### src/rtl/vga_pkg.sv
// Shared VGA timing definitions: default 640x480@60 constants and total helpers.
package vga_pkg;

    typedef struct packed {
        logic [15:0] active;
        logic [15:0] fp;
        logic [15:0] sync;
        logic [15:0] bp;
    } timing_t;

    localparam timing_t VGA_640_H = '{active: 16'd640, fp: 16'd16, sync: 16'd96, bp: 16'd48};
    localparam timing_t VGA_480_V = '{active: 16'd480, fp: 16'd10, sync: 16'd2,  bp: 16'd33};

    localparam logic VGA_SYNC_ACTIVE = 1'b0;

    function automatic int unsigned h_total(input int unsigned active, input int unsigned fp,
                                            input int unsigned sync, input int unsigned bp);
        return active + fp + sync + bp;
    endfunction

    function automatic int unsigned v_total(input int unsigned active, input int unsigned fp,
                                            input int unsigned sync, input int unsigned bp);
        return active + fp + sync + bp;
    endfunction

endpackage

### src/rtl/vga_if.sv
// Raster output bundle from the timing generator to the screen-memory read path.
interface vga_if #(
    parameter int unsigned XW = 10,
    parameter int unsigned YW = 10
);
    logic          hsync;
    logic          vsync;
    logic          de;
    logic [XW-1:0] x;
    logic [YW-1:0] y;
    logic          line_start;
    logic          frame_start;

    modport master (output hsync, vsync, de, x, y, line_start, frame_start);
    modport slave  (input  hsync, vsync, de, x, y, line_start, frame_start);
endinterface

### src/rtl/sync_2ff.sv
// Generic two-flop synchronizer for a single-bit cross-domain flag.
module sync_2ff (
    input  logic clk_i,
    input  logic rst_ni,
    input  logic d_i,
    output logic q_o
);
    logic meta_q;
    logic sync_q;

    // Two-stage capture; both stages clear on reset.
    always_ff @(posedge clk_i) begin
        if (!rst_ni) begin
            meta_q <= 1'b0;
            sync_q <= 1'b0;
        end else begin
            meta_q <= d_i;
            sync_q <= meta_q;
        end
    end

    assign q_o = sync_q;
endmodule

### src/rtl/vga_timing_gen.sv
// VGA raster timing generator; raster held idle until the PLL lock is synchronized.
module vga_timing_gen
    import vga_pkg::*;
#(
    parameter int unsigned H_ACTIVE    = 32'(VGA_640_H.active),
    parameter int unsigned H_FP        = 32'(VGA_640_H.fp),
    parameter int unsigned H_SYNC      = 32'(VGA_640_H.sync),
    parameter int unsigned H_BP        = 32'(VGA_640_H.bp),
    parameter int unsigned V_ACTIVE    = 32'(VGA_480_V.active),
    parameter int unsigned V_FP        = 32'(VGA_480_V.fp),
    parameter int unsigned V_SYNC      = 32'(VGA_480_V.sync),
    parameter int unsigned V_BP        = 32'(VGA_480_V.bp),
    parameter logic        SYNC_ACTIVE = VGA_SYNC_ACTIVE
) (
    input  logic  clock,
    input  logic  resetn,
    input  logic  pll_locked,
    vga_if.master vga
);
    localparam int unsigned H_TOTAL = h_total(H_ACTIVE, H_FP, H_SYNC, H_BP);
    localparam int unsigned V_TOTAL = v_total(V_ACTIVE, V_FP, V_SYNC, V_BP);
    localparam int unsigned XW      = $clog2(H_TOTAL);
    localparam int unsigned YW      = $clog2(V_TOTAL);

    localparam logic [XW-1:0] H_LAST   = XW'(H_TOTAL - 1);
    localparam logic [XW-1:0] H_ACT    = XW'(H_ACTIVE);
    localparam logic [XW-1:0] H_SYNC_B = XW'(H_ACTIVE + H_FP);
    localparam logic [XW-1:0] H_SYNC_E = XW'(H_ACTIVE + H_FP + H_SYNC);
    localparam logic [YW-1:0] V_LAST   = YW'(V_TOTAL - 1);
    localparam logic [YW-1:0] V_ACT    = YW'(V_ACTIVE);
    localparam logic [YW-1:0] V_SYNC_B = YW'(V_ACTIVE + V_FP);
    localparam logic [YW-1:0] V_SYNC_E = YW'(V_ACTIVE + V_FP + V_SYNC);

    if (H_ACTIVE == 0 || H_FP == 0 || H_SYNC == 0 || H_BP == 0 ||
        V_ACTIVE == 0 || V_FP == 0 || V_SYNC == 0 || V_BP == 0) begin : g_param_guard
        $error("vga_timing_gen: every timing parameter must be non-zero");
    end

    logic lock_s;
    logic run;

    sync_2ff u_lock_sync (
        .clk_i  (clock),
        .rst_ni (resetn),
        .d_i    (pll_locked),
        .q_o    (lock_s)
    );

    assign run = resetn & lock_s;

    logic [XW-1:0] h_q, h_d;
    logic [YW-1:0] v_q, v_d;

    logic          hsync_q, hsync_d;
    logic          vsync_q, vsync_d;
    logic          de_q, de_d;
    logic [XW-1:0] x_q, x_d;
    logic [YW-1:0] y_q, y_d;
    logic          ls_q, ls_d;
    logic          fs_q, fs_d;

    // Raster position: h wraps every line, v advances on the h wrap; idle forces origin.
    always_comb begin
        h_d = h_q;
        v_d = v_q;
        if (!run) begin
            h_d = '0;
            v_d = '0;
        end else if (h_q == H_LAST) begin
            h_d = '0;
            v_d = (v_q == V_LAST) ? '0 : v_q + YW'(1);
        end else begin
            h_d = h_q + XW'(1);
        end
    end

    // Counter registers; reset is covered by run, which is low whenever resetn is low.
    always_ff @(posedge clock) begin
        h_q <= h_d;
        v_q <= v_d;
    end

    // Decode of the current position into next-cycle outputs.
    always_comb begin
        de_d    = (h_q < H_ACT) && (v_q < V_ACT);
        hsync_d = (h_q >= H_SYNC_B && h_q < H_SYNC_E) ? SYNC_ACTIVE : ~SYNC_ACTIVE;
        vsync_d = (v_q >= V_SYNC_B && v_q < V_SYNC_E) ? SYNC_ACTIVE : ~SYNC_ACTIVE;
        x_d     = de_d ? h_q : x_q;
        y_d     = de_d ? v_q : y_q;
        ls_d    = (h_q == '0);
        fs_d    = (h_q == '0) && (v_q == '0);
        if (!run) begin
            de_d    = 1'b0;
            hsync_d = ~SYNC_ACTIVE;
            vsync_d = ~SYNC_ACTIVE;
            x_d     = '0;
            y_d     = '0;
            ls_d    = 1'b0;
            fs_d    = 1'b0;
        end
    end

    // Output registers, one clock behind the counters.
    always_ff @(posedge clock) begin
        if (!resetn) begin
            hsync_q <= ~SYNC_ACTIVE;
            vsync_q <= ~SYNC_ACTIVE;
            de_q    <= 1'b0;
            x_q     <= '0;
            y_q     <= '0;
            ls_q    <= 1'b0;
            fs_q    <= 1'b0;
        end else begin
            hsync_q <= hsync_d;
            vsync_q <= vsync_d;
            de_q    <= de_d;
            x_q     <= x_d;
            y_q     <= y_d;
            ls_q    <= ls_d;
            fs_q    <= fs_d;
        end
    end

    assign vga.hsync       = hsync_q;
    assign vga.vsync       = vsync_q;
    assign vga.de          = de_q;
    assign vga.x           = x_q;
    assign vga.y           = y_q;
    assign vga.line_start  = ls_q;
    assign vga.frame_start = fs_q;
endmodule
### src/flat_wrapper.sv
// flat-port wrapper written by rule: the top's interface ports become plain ports
module vga_timing_gen_flat import vga_pkg::*;
#(
    parameter int unsigned H_ACTIVE    = 32'(VGA_640_H.active),
    parameter int unsigned H_FP        = 32'(VGA_640_H.fp),
    parameter int unsigned H_SYNC      = 32'(VGA_640_H.sync),
    parameter int unsigned H_BP        = 32'(VGA_640_H.bp),
    parameter int unsigned V_ACTIVE    = 32'(VGA_480_V.active),
    parameter int unsigned V_FP        = 32'(VGA_480_V.fp),
    parameter int unsigned V_SYNC      = 32'(VGA_480_V.sync),
    parameter int unsigned V_BP        = 32'(VGA_480_V.bp),
    parameter logic        SYNC_ACTIVE = VGA_SYNC_ACTIVE
)
  (clock, resetn, pll_locked, vga_hsync, vga_vsync, vga_de, vga_x, vga_y, vga_line_start, vga_frame_start);
  vga_if vga_i ();
  input  logic clock;
  input  logic resetn;
  input  logic pll_locked;
  output wire logic [$bits(vga_i.hsync)-1:0] vga_hsync;
  output wire logic [$bits(vga_i.vsync)-1:0] vga_vsync;
  output wire logic [$bits(vga_i.de)-1:0] vga_de;
  output wire logic [$bits(vga_i.x)-1:0] vga_x;
  output wire logic [$bits(vga_i.y)-1:0] vga_y;
  output wire logic [$bits(vga_i.line_start)-1:0] vga_line_start;
  output wire logic [$bits(vga_i.frame_start)-1:0] vga_frame_start;
  assign vga_hsync = vga_i.hsync;
  assign vga_vsync = vga_i.vsync;
  assign vga_de = vga_i.de;
  assign vga_x = vga_i.x;
  assign vga_y = vga_i.y;
  assign vga_line_start = vga_i.line_start;
  assign vga_frame_start = vga_i.frame_start;
  vga_timing_gen #(.H_ACTIVE(H_ACTIVE), .H_FP(H_FP), .H_SYNC(H_SYNC), .H_BP(H_BP), .V_ACTIVE(V_ACTIVE), .V_FP(V_FP), .V_SYNC(V_SYNC), .V_BP(V_BP), .SYNC_ACTIVE(SYNC_ACTIVE)) u_core (.clock(clock), .resetn(resetn), .pll_locked(pll_locked), .vga(vga_i));
endmodule
### config.mk
export PLATFORM = sky130hd
export DESIGN_NAME = vga_timing_gen_flat
export DESIGN_NICKNAME = d
export VERILOG_FILES = /design/src/rtl/vga_pkg.sv /design/src/rtl/vga_if.sv /design/src/rtl/sync_2ff.sv /design/src/rtl/vga_timing_gen.sv /design/src/flat_wrapper.sv
export SDC_FILE = /design/constraint.sdc
export NUM_CORES = 1
export LEC_CHECK = 0
export BUFFER_PORTS_ARGS = -buffer_cell sky130_fd_sc_hd__buf_2
export CAP_MARGIN = 25
export CORE_MARGIN = 5
export CORE_UTILIZATION = 45
export DETAILED_ROUTE_END_ITERATION = 12
export PLACE_DENSITY = 0.65
export SETUP_SLACK_MARGIN = 0.1
export SYNTH_ARGS = -nofsm -noshare
export SYNTH_HDL_FRONTEND = slang
export SYNTH_HIERARCHICAL = 1
export SYNTH_SLANG_ARGS = --single-unit
### constraint.sdc
create_clock -name clock -period 2.6 [get_ports clock]
set_input_delay 0.13 -clock clock [delete_from_list [all_inputs] [get_ports clock]]
set_output_delay 0.13 -clock clock [all_outputs]
set_load 0.005 [all_outputs]
---- After elaboration in Yosys (flattened, before gate mapping) ----
Cells that the tools add are included.
word-level totals
  register bits ........................... 47
  logic and storage cells ................. 34
  output and inout port bits .............. 25
cells by class
  add/sub/neg operators ................... 2
  reduce and logical (&&, ||, !) cells .... 8
  muxes and demuxes ....................... 3
  bitwise gates (word level) .............. 2
  order comparisons ....................... 6
  equal/unequal tests ..................... 2
operator list
  operator                                                                              number
  10-bit by 1-bit adder with 10-bit output, second input constant                       2
  10-bit == test, second input constant                                                 2
  10-bit zero test                                                                      2
  10-bit less-than comparator, second input constant                                    2
  10-bit by 9-bit less-than comparator with 1-bit output, second input constant         2
  10-bit greater-or-equal comparator, second input constant                             1
  10-bit by 9-bit greater-or-equal comparator with 1-bit output, second input constant  1
  10-bit 2-to-1 mux                                                                     1
  1-bit logical AND                                                                     4
  1-bit 2-to-1 mux                                                                      2
  2-bit AND reduction                                                                   1
  2-bit OR reduction                                                                    1
  1-bit bitwise AND                                                                     1
  1-bit inverter                                                                        1

---- Longest topological paths before layout ----
Gate-level depths: netlist of run 1.
  depth in word-level cells ............... 3
  gate-level depth with buffers ........... 7
  mapped depth without buffers ............ 6

---- Modules after synthesis ----
Netlist of run 1, hierarchy kept.
modules (own cells, without submodules)
  module          cells each  area each (µm²)  times used  sequential area each (µm²)
  vga_timing_gen  219         1919.3           1           900.9
  sync_2ff        4           52.6             1           40.0

---- Worst setup path before layout of run 1 ----
No wires, ideal clock.
  path kind ............................... reg-to-reg
  start point ............................. register u_core.h_q[0]
  end point ............................... register u_core.v_q[6]
  cell stages (with the launch flop) ...... 6
  path slack .............................. 0.985 ns
  clock period less this slack ............ 1.615 ns
  setup time .............................. 0.071 ns
  required time ........................... 2.529 ns
  data arrival time ....................... 1.544 ns
  path through ............................ dfxtp_1 > ha_1 > and4_1 > nand4_1 > or3_1 > a21oi_1
between the ends
  longest elaborated chain between the ends .. 1
ends and longest elaborated chain
  item                      line                  text
  start: declaration        vga_timing_gen.sv:51  logic [XW-1:0] h_q, h_d;
  start signal: assignment  vga_timing_gen.sv:79  h_q <= h_d;
  10-bit == test            vga_timing_gen.sv:69  end else if (h_q == H_LAST) begin
  end signal: assignment    vga_timing_gen.sv:80  v_q <= v_d;
  end: declaration          vga_timing_gen.sv:52  logic [YW-1:0] v_q, v_d;
Every way passes these cells.
A chain may end at the register's enable or synchronous reset.

---- Worst setup path in the final report of run 1 ----
Ends and elaborated chain as after synthesis.

==> results of run 1 <==
## through the flow
step	instances	instance area (µm²)	setup WS (ps)	util, %	hold slack (ps)
6_report	294	2180	753	50.8	31.3
5_1_grt	294	2180	529	50.8	22.1
2_1_floorplan	223	1970	985	-	252
4_1_cts	294	2180	764	50.8	20.2
3_3_place_gp	286	2070	861	48.2	334
3_5_place_dp	286	2070	788	48.2	334
## power by group through the flow
stage	Clock (W)	Combinational, W	Sequential, W
global route	0.000589	0.0000154	0.000724
finish	0.000528	0.0000136	0.000723
CTS	0.000547	0.0000139	0.000724
floorplan	0	0.00000771	0.000741
global placement	0	0.0000138	0.000740
detailed placement	0	0.0000139	0.000740
## synthesized netlist by cell type (2+ instances only)
library cell,count,area (µm²)
clkbuf_2,3,15.0
nor3_1,6,30.0
o221a_2,4,45.0
a21oi_1,19,95.1
nand3_1,8,40.0
and2_1,4,25.0
buf_4,4,30.0
and3_1,3,18.8
clkbuf_1,3,11.3
inv_1,5,18.8
nand4_1,7,43.8
dfxtp_1,47,941
nand2_1,39,146
or3_1,4,25.0
nor4_1,3,18.8
and4_1,4,35.0
ha_1,4,50.1
xnor2_1,8,70.1
nor2_1,19,71.3
o21ai_0,4,20.0
buf_2,3,15.0
xor2_1,4,35.0
or2_2,2,12.5
buf_6,2,22.5
## placed cells by master (no fill, tap or decap), types with 2 or more instances in the layout
cell type / n
xor2_1: 4
nand4_1: 7
nor4_1: 3
nor3_1: 6
o21ai_0: 4
buf_2: 27
nand2_1: 39
ha_1: 4
nor2_1: 19
a21oi_1: 19
dfxtp_1: 47
or3_1: 4
and3_1: 3
o221a_2: 4
and4_1: 4
and2_1: 4
or2_2: 2
nand3_1: 8
xnor2_1: 8
inv_1: 5
clkbuf_8: 5
## cell type report
| cell class | instances | share of cell area (%) |
|---|---|---|
| flip-flops and latches | 47 | 43.1 |
| inverters | 5 | 0.860 |
| well taps | 52 | 2.98 |
| clock inverters | 3 | 2.01 |
| multi-input cells | 154 | 41.3 |
| repair buffers | 28 | 6.54 |
| clock buffers | 5 | 3.15 |
## sequential cells by signal, summed over array words and instances (netlist names)
name,flops
u_core/vga.vsync,1
u_core/vga.frame_start,1
u_core/vga.line_start,1
u_core/vga.hsync,1
u_core/h_q,10
u_core/vga.y,10
u_core/u_lock_sync/q_o,1
u_core/vga.de,1
u_core/u_lock_sync/meta_q,1
u_core/vga.x,10
u_core/v_q,10
## cell families after synthesis
family | Yosys count | synth area share (%)
compound gates | 31 | 9.64
flops | 47 | 47.7
simple gates | 106 | 27.7
fa+ha+maj | 4 | 2.54
xor+xnor | 12 | 5.33
mux | 1 | 0.508
buf+inv | 22 | 6.54
## how the worst max path moves through the flow
| stage | start | endpoint | slack [ps] | cells past startpoint |
|---|---|---|---|---|
| 3_5_place_dp | u_core/h_q[0]$_SDFF_PP0_ | u_core/v_q[6]$_SDFFE_PN0N_ | 790 | 5 |
| 6_report | u_core/h_q[0]$_SDFF_PP0_ | u_core/v_q[6]$_SDFFE_PN0N_ | 750 | 5 |
| 4_1_cts | u_core/h_q[0]$_SDFF_PP0_ | u_core/v_q[6]$_SDFFE_PN0N_ | 760 | 5 |
| 2_1_floorplan | u_core/h_q[0]$_SDFF_PP0_ | u_core/v_q[6]$_SDFFE_PN0N_ | 990 | 5 |
| 3_3_place_gp | u_core/h_q[0]$_SDFF_PP0_ | u_core/v_q[6]$_SDFFE_PN0N_ | 860 | 5 |
| 5_1_grt | u_core/h_q[0]$_SDFF_PP0_ | u_core/v_q[0]$_SDFFE_PN0N_ | 530 | 5 |
## layer usage
metal	GRT usage (%)	vias to the layer above
met5	0	-
met2	22.0	41
li1	-	787
met3	4.26	2
met4	6.12	0
met1	18.9	708
## worst max-delay path: cells and delay by family, from the launching register on
family	cells	cell delay, ps
AND/OR/NAND/NOR	3	960
flip-flops	1	420
adder cells (fa/ha/maj)	1	260
AO/OA/AOI/OAI	1	140
==> summary.md, run 1 <==
| Metric | Value |
|---|---|
| Status | complete, no violations |
| Initial core utilization | between 40% and 50% |
| VDD IR-drop max | 0.222 mV |
| Worst reg2reg setup slack | 750 ps |
| Fin crit period | about 1800 ps |
| Post-Route WL | 3.92 mm |
| Routed Antenna Nets | 0 |
| Overall Global Routing Usage | 14.4% |
| WL met3 | between 150 and 200 µm |
| Startpoint types | register |
| Hold depth | 2 |
| Vias in the first global route | 1478 |
| Pin count of the biggest net entering global routing | 21 |
| CP arrival | approximately 2100 ps |
| Post-CTS setup buffers | 0 |
| Total CTS buffers | 5 |
| RSZ-0062 raised after global routing | no |
| Slew Limit Fails | 0 |
| Layout Skew | 9.49 ps |
| Synthesized cell area | between 1500 and 2000 µm² |
| Post_cts resized | 0 |
| Bufs on Longest Clock Path | 2 |
| Fill count | a little over 400 |
| TritonCTS Sinks | 47 |
| Max-cap viol count | 0 |
| Multi-input logic area | 902 µm² |
| Crit-path slowest cell | dfxtp_1 |
| Top Ports | 28 |
| Residual DRC count | 0 |
| Die X | 76.2 µm |
| Ys flop type | dfxtp_1 |
| Reg2reg path depth | 5 |
| Comb power frac | under 10% |
| Hold/Removal Path Class | input port to register |
| Data required, critical path | 2830 ps |
| TritonCTS clock tree | built |
| CP Class | register to register |
| Pint | 0.00101 W |
| Library cells used by synthesis | 38 |
| Worst hold endpoint | u_core/u_lock_sync/meta_q$_SDFF_PN0_ |
| Net Switching | 0.000252 W |
| Via/cell ratio | ~5.2 |
| Hold_buf cts | 0 |
| Area Overhead vs Synth | 10.7% |
| Initial drt markers | around 130 |
| Final setup viols | 0 |
| DR WL/cell | around 13 µm |
| Post-synthesis sequential area ratio | 47.7% |
| Sequential Power Share | 57.2% |
| EDFF count, synth | 0 |
| First-pass GRT wire length | 6.93 mm |
| Critical R2R Launch | u_core/h_q[0]$_SDFF_PP0_ |
| Clock insertion delay at the later pin of the skew report | 300 ps |
| Fmax | between 500 and 600 MHz |
| Reg area | 941 µm² |
| Top Metal Used | met4 |
| Die Area | about 5800 µm² |
| CTS Root Cell | clkbuf_8 |
| Leak | 0.789 nW |
| Die Y | 76.2 µm |
| Gr ovfl total | 0 |
| Diode count | 0 |
| Switch share | 19.9% |
| Pwr/cell area | about 580 nW/µm² |
| Tcrit/Tclk final | slightly above 70% |
| Async set-reset flop share out of synthesis | 0% |
| Largest stage delay on the critical path | between 400 and 500 ps |
| Synthesized net count | 230 |
| M1 WL | 1.88 mm |
| Relative slew slack | 55.6% |
| Fraction of layout cells with a size suffix above 1 | 19.8% |
| Hpwl dp | 2.78 mm |
| HP Start | pll_locked |
| Setup_tns | 0 ps |
| CTS H-Tree Depth | 2 |
| Post-layout nets | 248 |
| Antenna violations before repair | 0 |
| Final Hold Viols | 0 |
| Worst r2r dst | u_core/v_q[6]$_SDFFE_PN0N_ |
| Clock-pin transition on the worst setup and hold timing paths | 90 ps |
| Drt pass-1 iters | 4 |
| Worst-path fanout max | 7 |
| YS warnings | 6 |
| WL met2 | 1.82 mm |
| Mean Syn Cell Area | 8.84 µm² |
| Worst path cell trace | ha_1, and4_1, nand4_1, or3_1, a21oi_1 |
| Routed vias | approximately 1500 |
| Slew @ Worst Pin | 664 ps |
| Placer congestion estimate | ~0.8 |
| IO buf count | 27 |
| Synth Register Bits | 47 |
| Cells after Synth | between 200 and 250 |
| Critical Path Sink Type | register |
| Rows | 24 |
| Clock power share | a little over two fifths |
| Power Total | ~0.0013 W |
| Core footprint | 4290 µm² |
(Power assumes the default switching activity.)
==> run 2: changes to the inputs <==
Clock period 2.6 ns to 1.8 ns, I/O delays scaled along.
==> run 2 against run 1 <==
  * Routed wire length is 8.4% higher
  * First-iteration DRC count decreased by 28%
  * Sequential cell count unchanged
  * Sequential share of layout area down 2.8 points
  * Fmax up 13%
  * Largest power group unchanged
==> summary.md, run 2 (synthesized netlist as in run 1, its figures left out) <==
| Metric | Value |
|---|---|
| Pre-CTS setup slack | 98.7 ps (-690 ps) |
| Rows | 24 (unchanged) |
| Core footprint | 4290 µm² (unchanged) |
| Hold_ws | 40.0 ps (+8.72 ps) |
| Slew Limit Fails | 0 (unchanged) |
| Hold depth | 2 (unchanged) |
| Placer congestion estimate | 0.810 (-0.14%) |
| Gr ovfl total | 0 (unchanged) |
| Most frequent cells in the layout | dfxtp_1 (45), nand2_1 (39), buf_2 (27) |
| Initial drt markers | 92 (-28%) |
| Fmax | 614 MHz (+13%) |
| CP Class | register to register |
| Most common cell after layout, fill and taps aside | dfxtp_1 |
| Area Overhead vs Synth | 18.8% |
| Cell area after layout | 2340 µm² (+7.3%) |
| Overall Global Routing Usage | 14.8% (+0.32 points) |
| Relative slew slack | 70.9% (+15 points) |
| Die Area | 5810 µm² (unchanged) |
| Routed Antenna Nets | 0 (unchanged) |
| Leak | 0.880 nW (+11%) |
| Post-layout nets | 267 (+7.7%) |
| Final setup margin | 172 ps (-581 ps) |
| First-pass GRT wire length | 7.29 mm (+5.1%) |
| Routed vias | 1627 (+5.8%) |
| Post-Route WL | 4.25 mm (+8.4%) |
| Final setup viols | 0 (unchanged) |
| VDD IR-drop max | 0.325 mV (+46%) |
| Residual DRC count | 0 (unchanged) |
| Total CTS buffers | 5 (unchanged) |
| Max-cap viol count | 0 (unchanged) |
| Placed Cells incl. Taps | 299 (+4.5%) |
| Slew @ Worst Pin | 436 ps (-228 ps) |
| Antenna violations before repair | 0 (unchanged) |
| Cell Count, Final, Fillers Out | 312 (+6.1%) |
| Diode count | 0 (unchanged) |
| TritonCTS clock tree | built |
| Top Ports | 28 (unchanged) |
| Data required, critical path | 2030 ps (-800 ps) |
| Reg2reg path depth | 5 (unchanged) |
| Setup_tns | 0 ps (unchanged) |
| Layout Skew | 4.47 ps (-5.01 ps) |
| Tcrit/Tclk final | 90.5% (+19 points) |
| Final Hold Viols | 0 (unchanged) |
| Bufs on Longest Clock Path | 2 (unchanged) |
| Initial core utilization | 45.9% (unchanged) |
| Pwr/cell area | 724 nW/µm² (+25%) |
| Die X | 76.2 µm (unchanged) |
| CP arrival | 1850 ps (-230 ps) |
| Pin count of the biggest net entering global routing | 22 (+4.8%) |
| Die Y | 76.2 µm (unchanged) |
| CTS Root Cell | clkbuf_8 |
| TritonCTS Sinks | 47 (unchanged) |
| Worst-path fanout max | 7 (unchanged) |
| RSZ-0062 raised after global routing | yes |
| Hold/Removal Path Class | input port to register |
| Hpwl dp | 3.00 mm (+7.9%) |
| Critical Path Sink Type | register |
| Vias in the first global route | 1503 (+1.7%) |
| Dpl cell area | 2170 µm² (+4.7%) |
| Via/cell ratio | 5.21 (-0.32%) |
| Status | complete, no violations |
| Clock-pin transition on the worst setup and hold timing paths | 80 ps (about the same) |
| Fin crit period | 1630 ps (-219 ps) |
| Startpoint types | register |
| IO buf count | 27 (unchanged) |
| CTS H-Tree Depth | 2 (unchanged) |
| Drt pass-1 iters | 4 (unchanged) |
| Fraction of layout cells with a size suffix above 1 | 27.3% (+7.5 points) |
| DR WL/cell | 13.6 µm (+2.1%) |
| Clock insertion delay at the later pin of the skew report | 290 ps (about the same) |
==> run 2: layout make-up <==
type	instances	area (µm²)
clock buffers	6	82.6
clock inverters	1	5.00
fillers	425	1950
inverters	5	18.8
multi-input cells	154	927
flip-flops and latches	47	943
well taps	52	65.1
repair buffers	47	300
==> run 2: path summary, 6_finish.rpt <==
| path | from | to | slack [ps] |
|---|---|---|---|
| worst max register to register | u_core/h_q[1]$_SDFF_PP0_ | u_core/v_q[6]$_SDFFE_PN0N_ | 170 |
| worst min-delay path | resetn | u_core/u_lock_sync/q_o$_SDFF_PN0_ | 40 |
| worst min register to register | u_core/u_lock_sync/meta_q$_SDFF_PN0_ | u_core/u_lock_sync/q_o$_SDFF_PN0_ | 440 |
| worst max-delay path | u_core/h_q[1]$_SDFF_PP0_ | u_core/v_q[6]$_SDFFE_PN0N_ | 170 |
==> run 2: timing repair <==
item                                   CTS  global route
hold buffers                             1             0
buffers inserted                         0             5
setup endpoints to repair                1            26
resized for setup                        1             7
pin swaps                                1             6
endpoints found under the hold margin    1             0
==> run 2: per-stage QoR <==
stage               utilization [%]  power [W]
finish                         54.5    0.00170
global route                   54.5    0.00176
CTS                            52.8    0.00172
detailed placement             50.5    0.00109
global placement               50.5    0.00109
floorplan                         -    0.00108
==> run 2: metal layers <==
layer,wire [µm],global-route usage [%],vias to the layer above
li1,-,-,828
met1,2030,20.7,744
met2,1950,22.3,51
met3,216,3.19,4
met4,49,5.24,0
met5,0,0,-
==> run 2: power breakdown <==
| group | leakage, nW | internal [W] | switching [W] |
|---|---|---|---|
| logic | 0.452 | 0.00000983 | 0.0000142 |
| clock network | 0.0470 | 0.000302 | 0.000326 |
| registers | 0.380 | 0.00104 | 0.00000153 |
==> run 2: critical path, stage by stage (launching register included) <==
cell     delay [ps]
dfxtp_2         360
ha_4            150
and4_4          250
nand4_1         260
or3_1           440
a21oi_1         120
==> run 3: changes to the inputs <==
Settings changed: ABC_AREA from default to 1, PLACE_DENSITY 0.65 to default.
==> run 3 against run 2 <==
  * Via count up 6.9%
  * Total power shrank 1.1%
  * Combinational power grew 39%
  * Fmax increased by 3.4%
  * Final area is 1.3% higher
  * Critical endpoint is now u_core/v_q[9]$_SDFFE_PN0N_
==> summary.md, run 3 <==
| Metric | Value |
|---|---|
| Main area contributors after synthesis | dfxtp_1 (45%), nor2_1 (13%), nand2_1 (6.3%) |
| Commonest cells in the netlist | nor2_1 (70), dfxtp_1 (47), nand2_1 (35) |
| Setup_tns | 0 ps (unchanged) |
| Net Switching | 0.000349 W (+1.9%) |
| Tcrit/Tclk final | 87.5% (-3.0 points) |
| Final Hold Viols | 0 (unchanged) |
| Synth Register Bits | 47 (unchanged) |
| Core footprint | 4410 µm² (+2.8%) |
| Diode count | 0 (unchanged) |
| CTS Root Cell | clkbuf_8 |
| Gr busiest metal | met2 |
| TritonCTS Sinks | 47 (unchanged) |
| Fmax | 635 MHz (+3.4%) |
| Clock insertion delay at the later pin of the skew report | 290 ps (about the same) |
| Initial core utilization | 47.3% (+1.3 points) |
| Synthesized net count | 284 (+23%) |
| Data required, critical path | 1990 ps (-40 ps) |
| Die X | 78.1 µm (+2.5%) |
| Routed Antenna Nets | 0 (unchanged) |
| Util after Layout | 53.8% (-0.78 points) |
| Top Ports | 28 (unchanged) |
| DR WL/cell | 12.4 µm (-8.6%) |
| Library cells used by synthesis | 31 (-18%) |
| Worst-path fanout max | 10 (+3) |
| Die Area | 6100 µm² (+5.0%) |
| Rows | 24 (unchanged) |
| Final setup viols | 0 (unchanged) |
| Most frequent cell after synthesis | nor2_1 |
| Via/cell ratio | 4.79 (-8.1%) |
| Met1 GRT Util | 20.9% (+0.25 points) |
| Post-synthesis sequential area ratio | 45.1% (-2.6 points) |
| Power Total | 0.00168 W (-1.1%) |
| Most frequent cells in the layout | nor2_1 (70), dfxtp_1 (47), nand2_1 (35) |
| Area Overhead vs Synth | 13.8% |
| Post-Route WL | 4.52 mm (+6.3%) |
| Pin count of the biggest net entering global routing | 19 (-14%) |
| Fraction of layout cells with a size suffix above 1 | 18.6% (-8.7 points) |
| Pwr/cell area | 707 nW/µm² (-2.4%) |
| Worst reg2reg setup slack | 230 ps (+50 ps) |
| Clock power share | 35.7% (-1.3 points) |
| Hpwl dp | 3.35 mm (+12%) |
| Leak | 1.05 nW (+20%) |
| Met3 usage | 4.12% (+0.93 points) |
| Critical Path Sink Type | register |
| Most common cell after layout, fill and taps aside | nor2_1 |
| Routed vias | 1739 (+6.9%) |
| Post-layout nets | 317 (+19%) |
| Vias in the first global route | 1589 (+5.7%) |
| Overall Global Routing Usage | 15.7% (+0.99 points) |
| Largest area contributor in the netlist | dfxtp_1 |
| Ys flop type | dfxtp_1 |
| CTS H-Tree Depth | 2 (unchanged) |
| Layout Skew | 3.79 ps (-0.685 ps) |
| CP Class | register to register |
| TritonCTS clock tree | built |
| Clock-pin transition on the worst setup and hold timing paths | 80 ps (about the same) |
| Cells after Synth | 277 (+24%) |
| Gr ovfl total | 0 (unchanged) |
| Synthesized cell area | 2090 µm² (+5.8%) |
| Hold/Removal Path Class | register to register |
| Sequential Power Share | 62.3% (+0.7 points) |
| Drt pass-1 iters | 4 (unchanged) |
| Mean Syn Cell Area | 7.53 µm² (-15%) |
| Max-cap viol count | 0 (unchanged) |
| Bufs on Longest Clock Path | 2 (unchanged) |
| Slew @ Worst Pin | 341 ps (-94.6 ps) |
| CP arrival | 1760 ps (-90 ps) |
| Pint | 0.00133 W (-1.9%) |
| RSZ-0062 raised after global routing | no |
| Area share of the largest cell type after synthesis | 45.1% (-2.6 points) |
| First-pass GRT wire length | 7.71 mm (+5.9%) |
| Status | complete, no violations |
| Met2 global-route usage | 24.9% (+2.7 points) |
| Relative slew slack | 77.1% (+6.1 points) |
| Placer congestion estimate | 0.847 (+4.6%) |
| Fin crit period | 1570 ps (-53.6 ps) |
| Die Y | 78.1 µm (+2.5%) |
| IO buf count | 27 (unchanged) |
| Post_cts resized | 0 (-1) |
| Switch share | 20.8% (+0.62 points) |
| Startpoint types | register |
| Total CTS buffers | 5 (unchanged) |
| Residual DRC count | 0 (unchanged) |
| Comb power frac | 2.0% (+0.6 points) |
| YS warnings | 6 (unchanged) |
| Initial drt markers | 82 (-11%) |
| EDFF count, synth | 0 (unchanged) |
| VDD IR-drop max | 0.357 mV (+9.8%) |
| Slew Limit Fails | 0 (unchanged) |
| Antenna violations before repair | 0 (unchanged) |
| Async set-reset flop share out of synthesis | 0% (unchanged) |
==> run 3: per-layer routing <==
| layer | wire [µm] | vias to the layer above |
|---|---|---|
| met5 | 0 | - |
| met4 | 59 | 0 |
| met3 | 217 | 5 |
| met2 | 1990 | 35 |
| met1 | 2250 | 764 |
| li1 | - | 935 |
==> run 3: power groups by stage <==
stage	logic (W)	clock network [W]	registers (W)
after global placement	0.0000306	0	0.00107
after global routing	0.0000386	0.000674	0.00105
final	0.0000334	0.000600	0.00104
after floorplan	0.0000197	0	0.00107
after detailed placement	0.0000306	0	0.00107
after CTS	0.0000341	0.000631	0.00105
==> run 3: per-stage QoR <==
stage	instances	cell area [µm²]	setup slack [ps]	hold WS, ps
floorplan	277	2090	431	183
CTS	363	2370	212	423
detailed placement	353	2270	226	275
finish	363	2370	225	417
global placement	353	2270	295	266
global route	363	2370	101	446
==> run 3: worst paths after layout <==
kind	from	to	cells after the start
worst min register to register	u_core/u_lock_sync/meta_q$_SDFF_PN0_	u_core/u_lock_sync/q_o$_SDFF_PN0_	2
worst min-delay path	u_core/u_lock_sync/meta_q$_SDFF_PN0_	u_core/u_lock_sync/q_o$_SDFF_PN0_	2
worst max register to register	u_core/h_q[0]$_SDFF_PP0_	u_core/v_q[9]$_SDFFE_PN0N_	8
worst max-delay path	u_core/h_q[0]$_SDFF_PP0_	u_core/v_q[9]$_SDFFE_PN0N_	8
==> run 3: kinds of logic (layout without fill, tap and decap cells) <==
logic type | Yosys count | count (layout) | synth area share [%]
adder cells (fa/ha/maj) | 4 | 4 | 2.40
AND/OR/NAND/NOR | 153 | 153 | 35.3
XOR/XNOR | 5 | 5 | 2.10
flip-flops | 47 | 47 | 45.1
AO/OA/AOI/OAI | 27 | 27 | 6.78
buffers and inverters | 41 | 75 | 8.34
==> run 3: final cells by class <==
cell class / instances / area [µm²]
clock inverter: 1 / 5.00
timing repair buffer: 33 / 185
tap: 52 / 65.1
multi-input combinational: 189 / 971
fill: 460 / 2040
clock buffer: 7 / 76.3
inverter: 34 / 130
sequential: 47 / 941
==> run 3: what timing repair did <==
action | in CTS | in global routing
endpoints found under the hold margin | 2 | 0
setup buffers | 0 | 0
hold buffers | 2 | 0
==> run 3: worst max-delay path: stages, from the launching register on <==
cell     delay, ps
dfxtp_1        410
ha_1           220
nand2_1        110
nor2_4         210
nand3_4        130
nand2_4        150
nand2_4        110
nand2_1         80
nor2_1          40
